--- src/rtl/lvds_pkg.sv ---
// Shared definitions for the LVDS panel power sequencer.
//   panel_state_e  : sequencer state encoding (also exported on the debug port)
//   panel_out_t    : registered output bundle {vdd, lvds, bl, ready}
//   state_outputs(): output levels implied by a state
//   DEF_*          : default timing constants (DotClock cycles)
package lvds_pkg;

  typedef enum logic [2:0] {
    ST_OFF       = 3'd0,
    ST_VDD_UP    = 3'd1,
    ST_SYNC_WAIT = 3'd2,
    ST_LVDS_UP   = 3'd3,
    ST_ON        = 3'd4,
    ST_BL_DOWN   = 3'd5,
    ST_LVDS_DOWN = 3'd6,
    ST_OFF_WAIT  = 3'd7
  } panel_state_e;

  typedef struct packed {
    logic vdd;
    logic lvds;
    logic bl;
    logic ready;
  } panel_out_t;

  localparam int unsigned DEF_CNT_W      = 24;
  localparam int unsigned DEF_T_VDD_LVDS = 500000;
  localparam int unsigned DEF_T_LVDS_BL  = 1000000;
  localparam int unsigned DEF_T_BL_LVDS  = 1000000;
  localparam int unsigned DEF_T_LVDS_VDD = 500000;
  localparam int unsigned DEF_T_OFF_MIN  = 5000000;
  localparam int unsigned DEF_PWM_DIV    = 16;

  function automatic panel_out_t state_outputs(input panel_state_e s);
    panel_out_t o;
    o = '0;
    case (s)
      ST_VDD_UP, ST_SYNC_WAIT, ST_LVDS_DOWN: o.vdd = 1'b1;
      ST_LVDS_UP, ST_BL_DOWN: begin
        o.vdd  = 1'b1;
        o.lvds = 1'b1;
      end
      ST_ON: o = '1;
      default: o = '0;
    endcase
    return o;
  endfunction

endpackage

--- src/rtl/lvds_bl_pwm.sv ---
// Backlight brightness PWM.
//   clk, rst    : DotClock and async active-high reset
//   bl_en       : registered backlight enable from the sequencer
//   brightness  : duty code, sampled only when pwm_cnt wraps 255->0
//   bl_pwm      : registered PWM output, bl_en AND (pwm_cnt < latched code)
// Prescaler and pwm_cnt free-run from reset regardless of sequencer state.
module lvds_bl_pwm
  import lvds_pkg::*;
#(
  parameter int unsigned PWM_DIV = DEF_PWM_DIV
) (
  input  logic       clk,
  input  logic       rst,
  input  logic       bl_en,
  input  logic [7:0] brightness,
  output logic       bl_pwm
);

  localparam int unsigned PRE_W = (PWM_DIV > 1) ? $clog2(PWM_DIV) : 1;

  logic [PRE_W-1:0] pre_q, pre_d;
  logic [7:0]       cnt_q, cnt_d;
  logic [7:0]       level_q, level_d;
  logic             pwm_q, pwm_d;
  logic             step;

  always_comb begin
    step    = (pre_q == PRE_W'(PWM_DIV - 1));
    pre_d   = step ? '0 : pre_q + PRE_W'(1);
    cnt_d   = step ? cnt_q + 8'd1 : cnt_q;
    // New duty only takes effect at the start of a full PWM period.
    level_d = (step && (cnt_q == 8'hFF)) ? brightness : level_q;
    pwm_d   = bl_en && (cnt_q < level_q);
  end

  always_ff @(posedge clk or posedge rst) begin
    if (rst) begin
      pre_q   <= '0;
      cnt_q   <= '0;
      level_q <= '0;
      pwm_q   <= 1'b0;
    end else begin
      pre_q   <= pre_d;
      cnt_q   <= cnt_d;
      level_q <= level_d;
      pwm_q   <= pwm_d;
    end
  end

  assign bl_pwm = pwm_q;

endmodule

--- src/rtl/lvds_panel_sequencer.sv ---
// LVDS TFT panel power/enable sequencer (DotClock domain).
//   clk, rst      : DotClock and async active-high reset
//   enable        : level request, 1 = panel on
//   vsync_in      : VSync, synchronous to clk; LVDS start aligns to its rise
//   brightness    : backlight duty code
//   panel_vdd_en, lvds_en, bl_en, bl_pwm : registered board-level enables
//   ready         : panel fully on
//   state         : current sequencer state (debug)
module lvds_panel_sequencer
  import lvds_pkg::*;
#(
  parameter int unsigned CNT_W      = DEF_CNT_W,
  parameter int unsigned T_VDD_LVDS = DEF_T_VDD_LVDS,
  parameter int unsigned T_LVDS_BL  = DEF_T_LVDS_BL,
  parameter int unsigned T_BL_LVDS  = DEF_T_BL_LVDS,
  parameter int unsigned T_LVDS_VDD = DEF_T_LVDS_VDD,
  parameter int unsigned T_OFF_MIN  = DEF_T_OFF_MIN,
  parameter int unsigned PWM_DIV    = DEF_PWM_DIV
) (
  input  logic       clk,
  input  logic       rst,
  input  logic       enable,
  input  logic       vsync_in,
  input  logic [7:0] brightness,
  output logic       panel_vdd_en,
  output logic       lvds_en,
  output logic       bl_en,
  output logic       bl_pwm,
  output logic       ready,
  output logic [2:0] state
);

  panel_state_e     state_q, state_d;
  logic [CNT_W-1:0] cnt_q, cnt_d;
  logic             vsync_q;
  panel_out_t       out_q, out_d;
  logic             cnt_zero;
  logic             vsync_rise;

  // Counter load for a dwell of t cycles: exit happens the cycle after 0.
  function automatic logic [CNT_W-1:0] dwell(input int unsigned t);
    return CNT_W'(t - 1);
  endfunction

  always_ff @(posedge clk or posedge rst) begin
    if (rst) begin
      state_q <= ST_OFF_WAIT;
      cnt_q   <= dwell(T_OFF_MIN);
      vsync_q <= 1'b0;
      out_q   <= '0;
    end else begin
      state_q <= state_d;
      cnt_q   <= cnt_d;
      vsync_q <= vsync_in;
      out_q   <= out_d;
    end
  end

  always_comb begin
    cnt_zero   = (cnt_q == '0);
    vsync_rise = vsync_in && !vsync_q;
    state_d    = state_q;
    cnt_d      = cnt_zero ? cnt_q : cnt_q - CNT_W'(1);
    case (state_q)
      ST_OFF: begin
        if (enable) begin
          state_d = ST_VDD_UP;
          cnt_d   = dwell(T_VDD_LVDS);
        end
      end
      ST_VDD_UP: begin
        if (!enable) begin
          state_d = ST_OFF_WAIT;
          cnt_d   = dwell(T_OFF_MIN);
        end else if (cnt_zero) begin
          state_d = ST_SYNC_WAIT;
        end
      end
      ST_SYNC_WAIT: begin
        if (!enable) begin
          state_d = ST_OFF_WAIT;
          cnt_d   = dwell(T_OFF_MIN);
        end else if (vsync_rise) begin
          state_d = ST_LVDS_UP;
          cnt_d   = dwell(T_LVDS_BL);
        end
      end
      ST_LVDS_UP: begin
        // Abort skips BL_DOWN: the backlight was never lit.
        if (!enable) begin
          state_d = ST_LVDS_DOWN;
          cnt_d   = dwell(T_LVDS_VDD);
        end else if (cnt_zero) begin
          state_d = ST_ON;
        end
      end
      ST_ON: begin
        if (!enable) begin
          state_d = ST_BL_DOWN;
          cnt_d   = dwell(T_BL_LVDS);
        end
      end
      ST_BL_DOWN: begin
        if (cnt_zero) begin
          state_d = ST_LVDS_DOWN;
          cnt_d   = dwell(T_LVDS_VDD);
        end
      end
      ST_LVDS_DOWN: begin
        if (cnt_zero) begin
          state_d = ST_OFF_WAIT;
          cnt_d   = dwell(T_OFF_MIN);
        end
      end
      ST_OFF_WAIT: begin
        if (cnt_zero) state_d = ST_OFF;
      end
      default: state_d = ST_OFF_WAIT;
    endcase
  end

  // Outputs are decoded from the next state so they register together with it.
  always_comb begin
    out_d = state_outputs(state_d);
  end

  lvds_bl_pwm #(
    .PWM_DIV(PWM_DIV)
  ) u_bl_pwm (
    .clk       (clk),
    .rst       (rst),
    .bl_en     (out_q.bl),
    .brightness(brightness),
    .bl_pwm    (bl_pwm)
  );

  assign panel_vdd_en = out_q.vdd;
  assign lvds_en      = out_q.lvds;
  assign bl_en        = out_q.bl;
  assign ready        = out_q.ready;
  assign state        = state_q;

endmodule

--- config.mk ---
export PLATFORM = sky130hd
export DESIGN_NAME = lvds_panel_sequencer
export DESIGN_NICKNAME = d
export VERILOG_FILES = /design/src/rtl/lvds_pkg.sv /design/src/rtl/lvds_bl_pwm.sv /design/src/rtl/lvds_panel_sequencer.sv
export SDC_FILE = /design/constraint.sdc
export NUM_CORES = 1
export LEC_CHECK = 0
export ABC_AREA = 1
export CAP_MARGIN = 20
export CORE_UTILIZATION = 42
export DETAILED_ROUTE_END_ITERATION = 7
export SYNTH_ARGS = -nofsm -noshare
export SYNTH_HDL_FRONTEND = slang
export SYNTH_SLANG_ARGS = --single-unit
--- constraint.sdc ---
create_clock -name clk -period 2.4 [get_ports clk]
set_input_delay 0.48 -clock clk [delete_from_list [all_inputs] [get_ports clk]]
set_output_delay 0.48 -clock clk [all_outputs]
set_load 0.05 [all_outputs]
==> out/qor.yml, run 1 <==
place_inst: 511
drive_above_1_share: 0.2071
ant_nets: 0
first_iter_violations: 184
drc_errors: 0
synth_simple_gate_area_frac: 0.3264
critPathRequiredTime_ns: 1.92
timing.fmax_ghz: 0.4388
period_share: 0.9496
grt_pass1_vias: 2607
cts_buffer_depth: 2
core_sq_um: 7370
insertion_delay_ns: 0.31
start_util: 0.4421
holdCritPathClass: "reg2reg"
yosysWarnings: 0
postCtsHoldBufs: 0
synth_mux_area_frac: 0.02765
powerDensity_nw_per_um2: 454.9
place_hpwl_microns: 5345
n_antenna_cell: 0
cts_inserted_buffers: 5
hold_violations: 0
gp_congestion: 0.8934
worstSetupStartpointType: "flip-flop"
synth_compound_area_frac: 0.06912
fin_hold_ws_ns: 0.5043
path_cells: "clkdlybuf4s50_1"
final_cells: 519
ys_ff_latch: 52
crit_family: "buffers and inverters"
setup_viol: 0
overflow: 0
crit_path_max_fanout: 8
path_buf_inv: 1
leakage_nw: 1.670
postSynthCellCount: 394
seq_area_sq_um: 1321
r2r_setup_slack_ns: 0.50
wl_per_cell_microns: 13.49
clock_skew_ns: 0.009874
p_switching_w: 0.0003978
synth_xor_area_frac: 0.06720
die_area_sq_um: 8114
antenna_found_initial: 0
portBuffers: 19
ys.flop_type: "dfrtp_1"
clockRootBuffer: "clkbuf_8"
vias_per_cell: 4.990
fill_cells: 715
clk_pin_slew_worst_paths_ns: 0.10
grt_usage: 0.1921
synth_area_sq_um: 3258
status: "finished, final reports clean"
drv_cap: 0
cts_tree: "yes"
post_cts_buffers: 0
async_reset_ff_frac: 1.000
synth_fa_ha_area_frac: 0.04224
via_count: 2590
post-route-min-period_ns: 2.279
syn-num-nets: 417
switching_share: 0.2364
max_stage_delay_ns: 0.84
cp_data_arrival_time_ns: 1.80
seq_area_frac_synth: 0.4055
syn_avg_cell_area_sq_um: 8.269
synth-edff-count: 0
syn2layout_area_growth_pct: 13.52
rows: 31
multi_input_area_sq_um: 1735
cts_sinks: 52
slowest_stage: "clkdlybuf4s50_1"
wl_microns: 7001
seq_power_share: 0.553
rsz0062_at_grt: "false"
vdd_drop_max_v: 0.0003616
pwr-share-clk: 0.370
ios: 20
chipHeight_microns: 90.08
finalMaxSlewViolations: 0
cellInternalPower_w: 0.001285
tightest_slew_ns: 0.4979
cts_resized: 0
power_frac_comb: 0.077
slew_headroom: 0.6670
htree_levels: 2
firstDrtPassIters: 4
nets: 442
critPathCaptureType: "output pin"
grt_max_degree: 53
synth_top_family_by_area: "simple AND/OR/NAND/NOR gates"
synth_cell_types: 44
critPathKind: "reg2out"
fp.dieW_microns: 90.08
grt_pass1_wl_microns: 12450
tns_ns: 0
[metrics by stage]
stage | power [W] | utilization | worst slack [ns] | cell area [sq um]
2_1_floorplan | 0.001028 | - | 0.5826 | 3258
3_3_place_gp | 0.001076 | 0.4862 | 0.4720 | 3583
3_5_place_dp | 0.001078 | 0.4862 | 0.4652 | 3583
4_1_cts | 0.001718 | 0.5019 | 0.1017 | 3699
5_1_grt | 0.001771 | 0.5019 | 0.06567 | 3699
6_report | 0.001683 | 0.5019 | 0.1211 | 3699
[cell usage after synthesis, types with 4 or more instances]
cell type | number | share of area
nand2_1 | 76 | 0.088
nor2_1 | 65 | 0.075
dfrtp_1 | 36 | 0.28
inv_1 | 35 | 0.040
nand3_1 | 21 | 0.032
dfstp_2 | 16 | 0.13
xor2_1 | 14 | 0.038
a21oi_1 | 13 | 0.020
ha_1 | 11 | 0.042
xnor2_1 | 11 | 0.030
nor2_2 | 9 | 0.017
inv_2 | 8 | 0.0092
mux2_2 | 8 | 0.028
nand2_2 | 8 | 0.015
o21ai_0 | 8 | 0.012
nor2_4 | 6 | 0.021
o21ai_1 | 5 | 0.0077
nand4_1 | 4 | 0.0077
nor3_1 | 4 | 0.0061
nor3_2 | 4 | 0.012
[worst paths after layout]
kind / start / endpoint / cells after the start
worst max-delay path: state[2] / state[2] / 1
worst min-delay path: u_bl_pwm.pre_q[1] / u_bl_pwm.pre_q[1] / 1
worst max register to register: cnt_q[0] / cnt_q[0] / 8
worst min register to register: u_bl_pwm.pre_q[1] / u_bl_pwm.pre_q[1] / 1
max in group asynchronous: rst / cnt_q[18] / 3
min in group asynchronous: rst / vsync_q / 3
[worst register-to-register path: stages, from the launching register on]
cell and delay (ns):
dfstp_2 0.38, inv_1 0.09, ha_1 0.20, nand2_2 0.14
nor2_1 0.24, nand3_4 0.18, ha_1 0.23, or2_0 0.21
a31oi_1 0.17
[logic make-up after synthesis]
kind of cell,after synthesis
multiplexers,8
buffers and inverters,51
XOR/XNOR,25
adder cells (fa/ha/maj),11
AND/OR/NAND/NOR,210
AO/OA/AOI/OAI,37
flip-flops,52
[final cells by class]
class | instances | area share
tap | 99 | 0.03349
inverter | 48 | 0.05007
clock buffer | 5 | 0.01861
clock inverter | 3 | 0.01252
multi-input combinational | 291 | 0.4692
sequential | 52 | 0.3572
timing repair buffer | 21 | 0.05886
[layout by cell type, fill, tap and decap left out, types with 2 or more instances in the layout]
cell | synthesis | routed
inv_1 | 35 | 34
clkbuf_8 | 0 | 5
nor2_2 | 9 | 9
o21ai_0 | 8 | 8
nor2_1 | 65 | 65
xnor2_1 | 11 | 11
o21bai_1 | 2 | 2
nand3_2 | 2 | 2
a31oi_1 | 2 | 2
o21ai_2 | 2 | 2
o21ai_1 | 5 | 5
a21oi_1 | 13 | 13
clkinv_2 | 2 | 3
nor3_2 | 4 | 4
nand3_4 | 2 | 2
nand2_2 | 8 | 8
inv_2 | 8 | 9
nor3_1 | 4 | 4
mux2_2 | 8 | 8
nand2_1 | 76 | 76
xor2_1 | 14 | 14
clkinv_1 | 2 | 2
dfrtp_1 | 36 | 36
ha_1 | 11 | 11
dfstp_2 | 16 | 16
nand4_1 | 4 | 4
clkdlybuf4s50_1 | 0 | 19
nor2_8 | 2 | 2
nand3_1 | 21 | 21
nor2_4 | 6 | 6
[power by group through the flow]
stage / Clock (W) / Combinational, W / Sequential, W
floorplan: 0 / 0.0000879 / 0.000940
global placement: 0 / 0.000130 / 0.000946
detailed placement: 0 / 0.000132 / 0.000946
CTS: 0.000656 / 0.000132 / 0.000931
global route: 0.000690 / 0.000147 / 0.000934
finish: 0.000623 / 0.000129 / 0.000931
[sequential cells by signal, summed over array words and instances (netlist names)]
name and flops:
cnt_q 24, u_bl_pwm.cnt_q 8, u_bl_pwm.level_q 8, u_bl_pwm.pre_q 4
state 3, bl_en 1, lvds_en 1, panel_vdd_en 1
u_bl_pwm.bl_pwm 1, vsync_q 1
[metal layers]
| layer | track usage | part of all wire | vias up | routed length (microns) |
|---|---|---|---|---|
| met1 | 0.2531 | 0.47 | 1236 | 3309 |
| met5 | 0 | 0 | - | 0 |
| met4 | 0.06317 | 0.0054 | 0 | 38 |
| met3 | 0.03384 | 0.045 | 4 | 314 |
| met2 | 0.3193 | 0.48 | 48 | 3339 |
| li1 | - | - | 1302 | - |
(Power assumes the default switching activity.)
==> inputs of run 2 (changes only) <==
==> constraint.sdc (replaced) <==
create_clock -name clk -period 2.57 [get_ports clk]
set_input_delay 0.514 -clock clk [delete_from_list [all_inputs] [get_ports clk]]
set_output_delay 0.514 -clock clk [all_outputs]
set_load 0.05 [all_outputs]
==> out/qor.yml, run 2 (synthesized netlist as in run 1, its figures left out) <==
vdd_drop_max_v: 0.0001927  # -47%
regToRegEndpoint: "cnt_q[8]"
holdCritPathClass: "reg2reg"
pwr-share-clk: 0.324  # -0.046
cts_sinks: 52  # unchanged
place_hpwl_microns: 5266  # -1.5%
path_buf_inv: 1  # unchanged
cts_tree: "yes"
p_total_w: 0.001464  # -13%
htree_levels: 2  # unchanged
grt_usage: 0.1883  # -0.003837
clockRootBuffer: "clkbuf_8"
rows: 31  # unchanged
antenna_found_initial: 0  # unchanged
crit_path_max_fanout: 8  # unchanged
slew_headroom: 0.6662  # -0.0008140
switching_share: 0.2483  # +0.01188
post-route-min-period_ns: 2.295
tns_ns: 0  # unchanged
critPathCaptureType: "output pin"
leakage_nw: 1.657  # -0.77%
start_util: 0.4421  # unchanged
critPathKind: "reg2out"
top_regs: "cnt_q (24), u_bl_pwm.cnt_q (8), u_bl_pwm.level_q (8)"
status: "finished, final reports clean"
overflow: 0  # unchanged
cts_inserted_buffers: 5  # unchanged
vias_per_cell: 4.846  # -2.9%
period_share: 0.8931
max_stage_delay_ns: 0.83  # about the same
nets: 443  # +0.23%
r2r_setup_slack_ns: 0.62  # +0.12 ns
setup_viol: 0  # unchanged
clk_pin_slew_worst_paths_ns: 0.09  # about the same
chipHeight_microns: 90.08  # unchanged
insertion_delay_ns: 0.30  # about the same
post_cts_buffers: 0  # unchanged
die_area_sq_um: 8114  # unchanged
critPathRequiredTime_ns: 2.06  # +0.14 ns
firstDrtPassIters: 4  # unchanged
reg2reg_depth: 9  # +1
tightest_slew_ns: 0.4991  # +0.001217 ns
drc_errors: 0  # unchanged
wl_per_cell_microns: 13.21  # -2.1%
hold_violations: 0  # unchanged
path_cells: "clkdlybuf4s50_1"
p_switching_w: 0.0003635  # -8.6%
cts_buffer_depth: 2  # unchanged
finalMaxSlewViolations: 0  # unchanged
ant_nets: 0  # unchanged
core_sq_um: 7370  # unchanged
syn2layout_area_growth_pct: 12.94
holdPathEnd: "u_bl_pwm.pre_q[1]"
worstSetupStartpointType: "flip-flop"
layout_common_cells: "nand2_1, nor2_1, dfrtp_1"
grt_pass1_wl_microns: 12290  # -1.3%
via_count: 2520  # -2.7%
cts_resized: 0  # unchanged
fill_cells: 735  # +2.8%
cellInternalPower_w: 0.001100  # -14%
largest-register: "cnt_q"
drv_cap: 0  # unchanged
wl_microns: 6870  # -1.9%
hold_depth: 1  # unchanged
grt_max_degree: 53  # unchanged
first_iter_violations: 115  # -38%
drive_above_1_share: 0.2067  # -0.0004920
fp.dieW_microns: 90.08  # unchanged
clock_skew_ns: 0.009821  # -0.00005209 ns
ios: 20  # unchanged
n_antenna_cell: 0  # unchanged
crit_family: "buffers and inverters"
rsz0062_at_grt: "false"
reg2reg_from: "cnt_q[0]"
portBuffers: 19  # unchanged
cp_data_arrival_time_ns: 1.78  # -0.02 ns
powerDensity_nw_per_um2: 397.8  # -13%
gp_congestion: 0.8943  # +0.10%
power_frac_comb: 0.083  # +0.006
largest_register_ffs: 24  # unchanged
seq_power_share: 0.593  # +0.040
timing.fmax_ghz: 0.4357
final_common_cell: "nand2_1"
postCtsHoldBufs: 0  # unchanged
slowest_stage: "clkdlybuf4s50_1"
hp-start: "u_bl_pwm.pre_q[1]"
grt_pass1_vias: 2694  # +3.3%
## run 2: how the worst max path moves through the flow
stage             start  endpoint  slack [ns]  cells after the start
6_report       state[2]  state[2]        0.27                      1
5_1_grt        state[2]  state[2]        0.23                      1
4_1_cts        state[2]  state[2]        0.27                      1
3_5_place_dp     enable   lvds_en        0.60                     12
3_3_place_gp   state[2]  state[2]        0.61                      1
2_1_floorplan  state[0]   lvds_en        0.75                     14
## run 2: final cells by class
type                       count  area (sq um)  area share
multi-input combinational    291          1735      0.4716
sequential                    52          1321      0.3591
timing repair buffer          22         225.2     0.06120
inverter                      48         185.2     0.05032
tap                           99         123.9     0.03366
clock buffer                   6         72.57     0.01972
clock inverter                 2         16.27    0.004420
## run 2: through the flow
stage | setup slack, ns | instance area (sq um) | cells | hold WS, ns | utilization
6_report | 0.2747 | 3680 | 520 | 0.5031 | 0.4993
5_1_grt | 0.2334 | 3680 | 520 | 0.5358 | 0.4993
4_1_cts | 0.2735 | 3680 | 520 | 0.5158 | 0.4993
3_5_place_dp | 0.6028 | 3591 | 512 | 0.4920 | 0.4873
3_3_place_gp | 0.6134 | 3591 | 512 | 0.4803 | 0.4873
2_1_floorplan | 0.7526 | 3258 | 394 | 0.4633 | -
## run 2: routing by layer
| metal | track usage | vias up | share of wire |
|---|---|---|---|
| met5 | 0 | - | 0 |
| met4 | 0.04973 | 0 | 0.011 |
| met3 | 0.02792 | 8 | 0.033 |
| met2 | 0.3263 | 38 | 0.47 |
| met1 | 0.2448 | 1168 | 0.48 |
| li1 | - | 1306 | - |
## run 2: power groups by stage
stage                     clock [W]  combinational, W  sequential (W)
after global routing       0.000525          0.000138        0.000873
final                      0.000474          0.000121        0.000869
after CTS                  0.000494          0.000124        0.000869
after floorplan                   0         0.0000821        0.000878
after global placement            0          0.000120        0.000883
after detailed placement          0          0.000123        0.000883
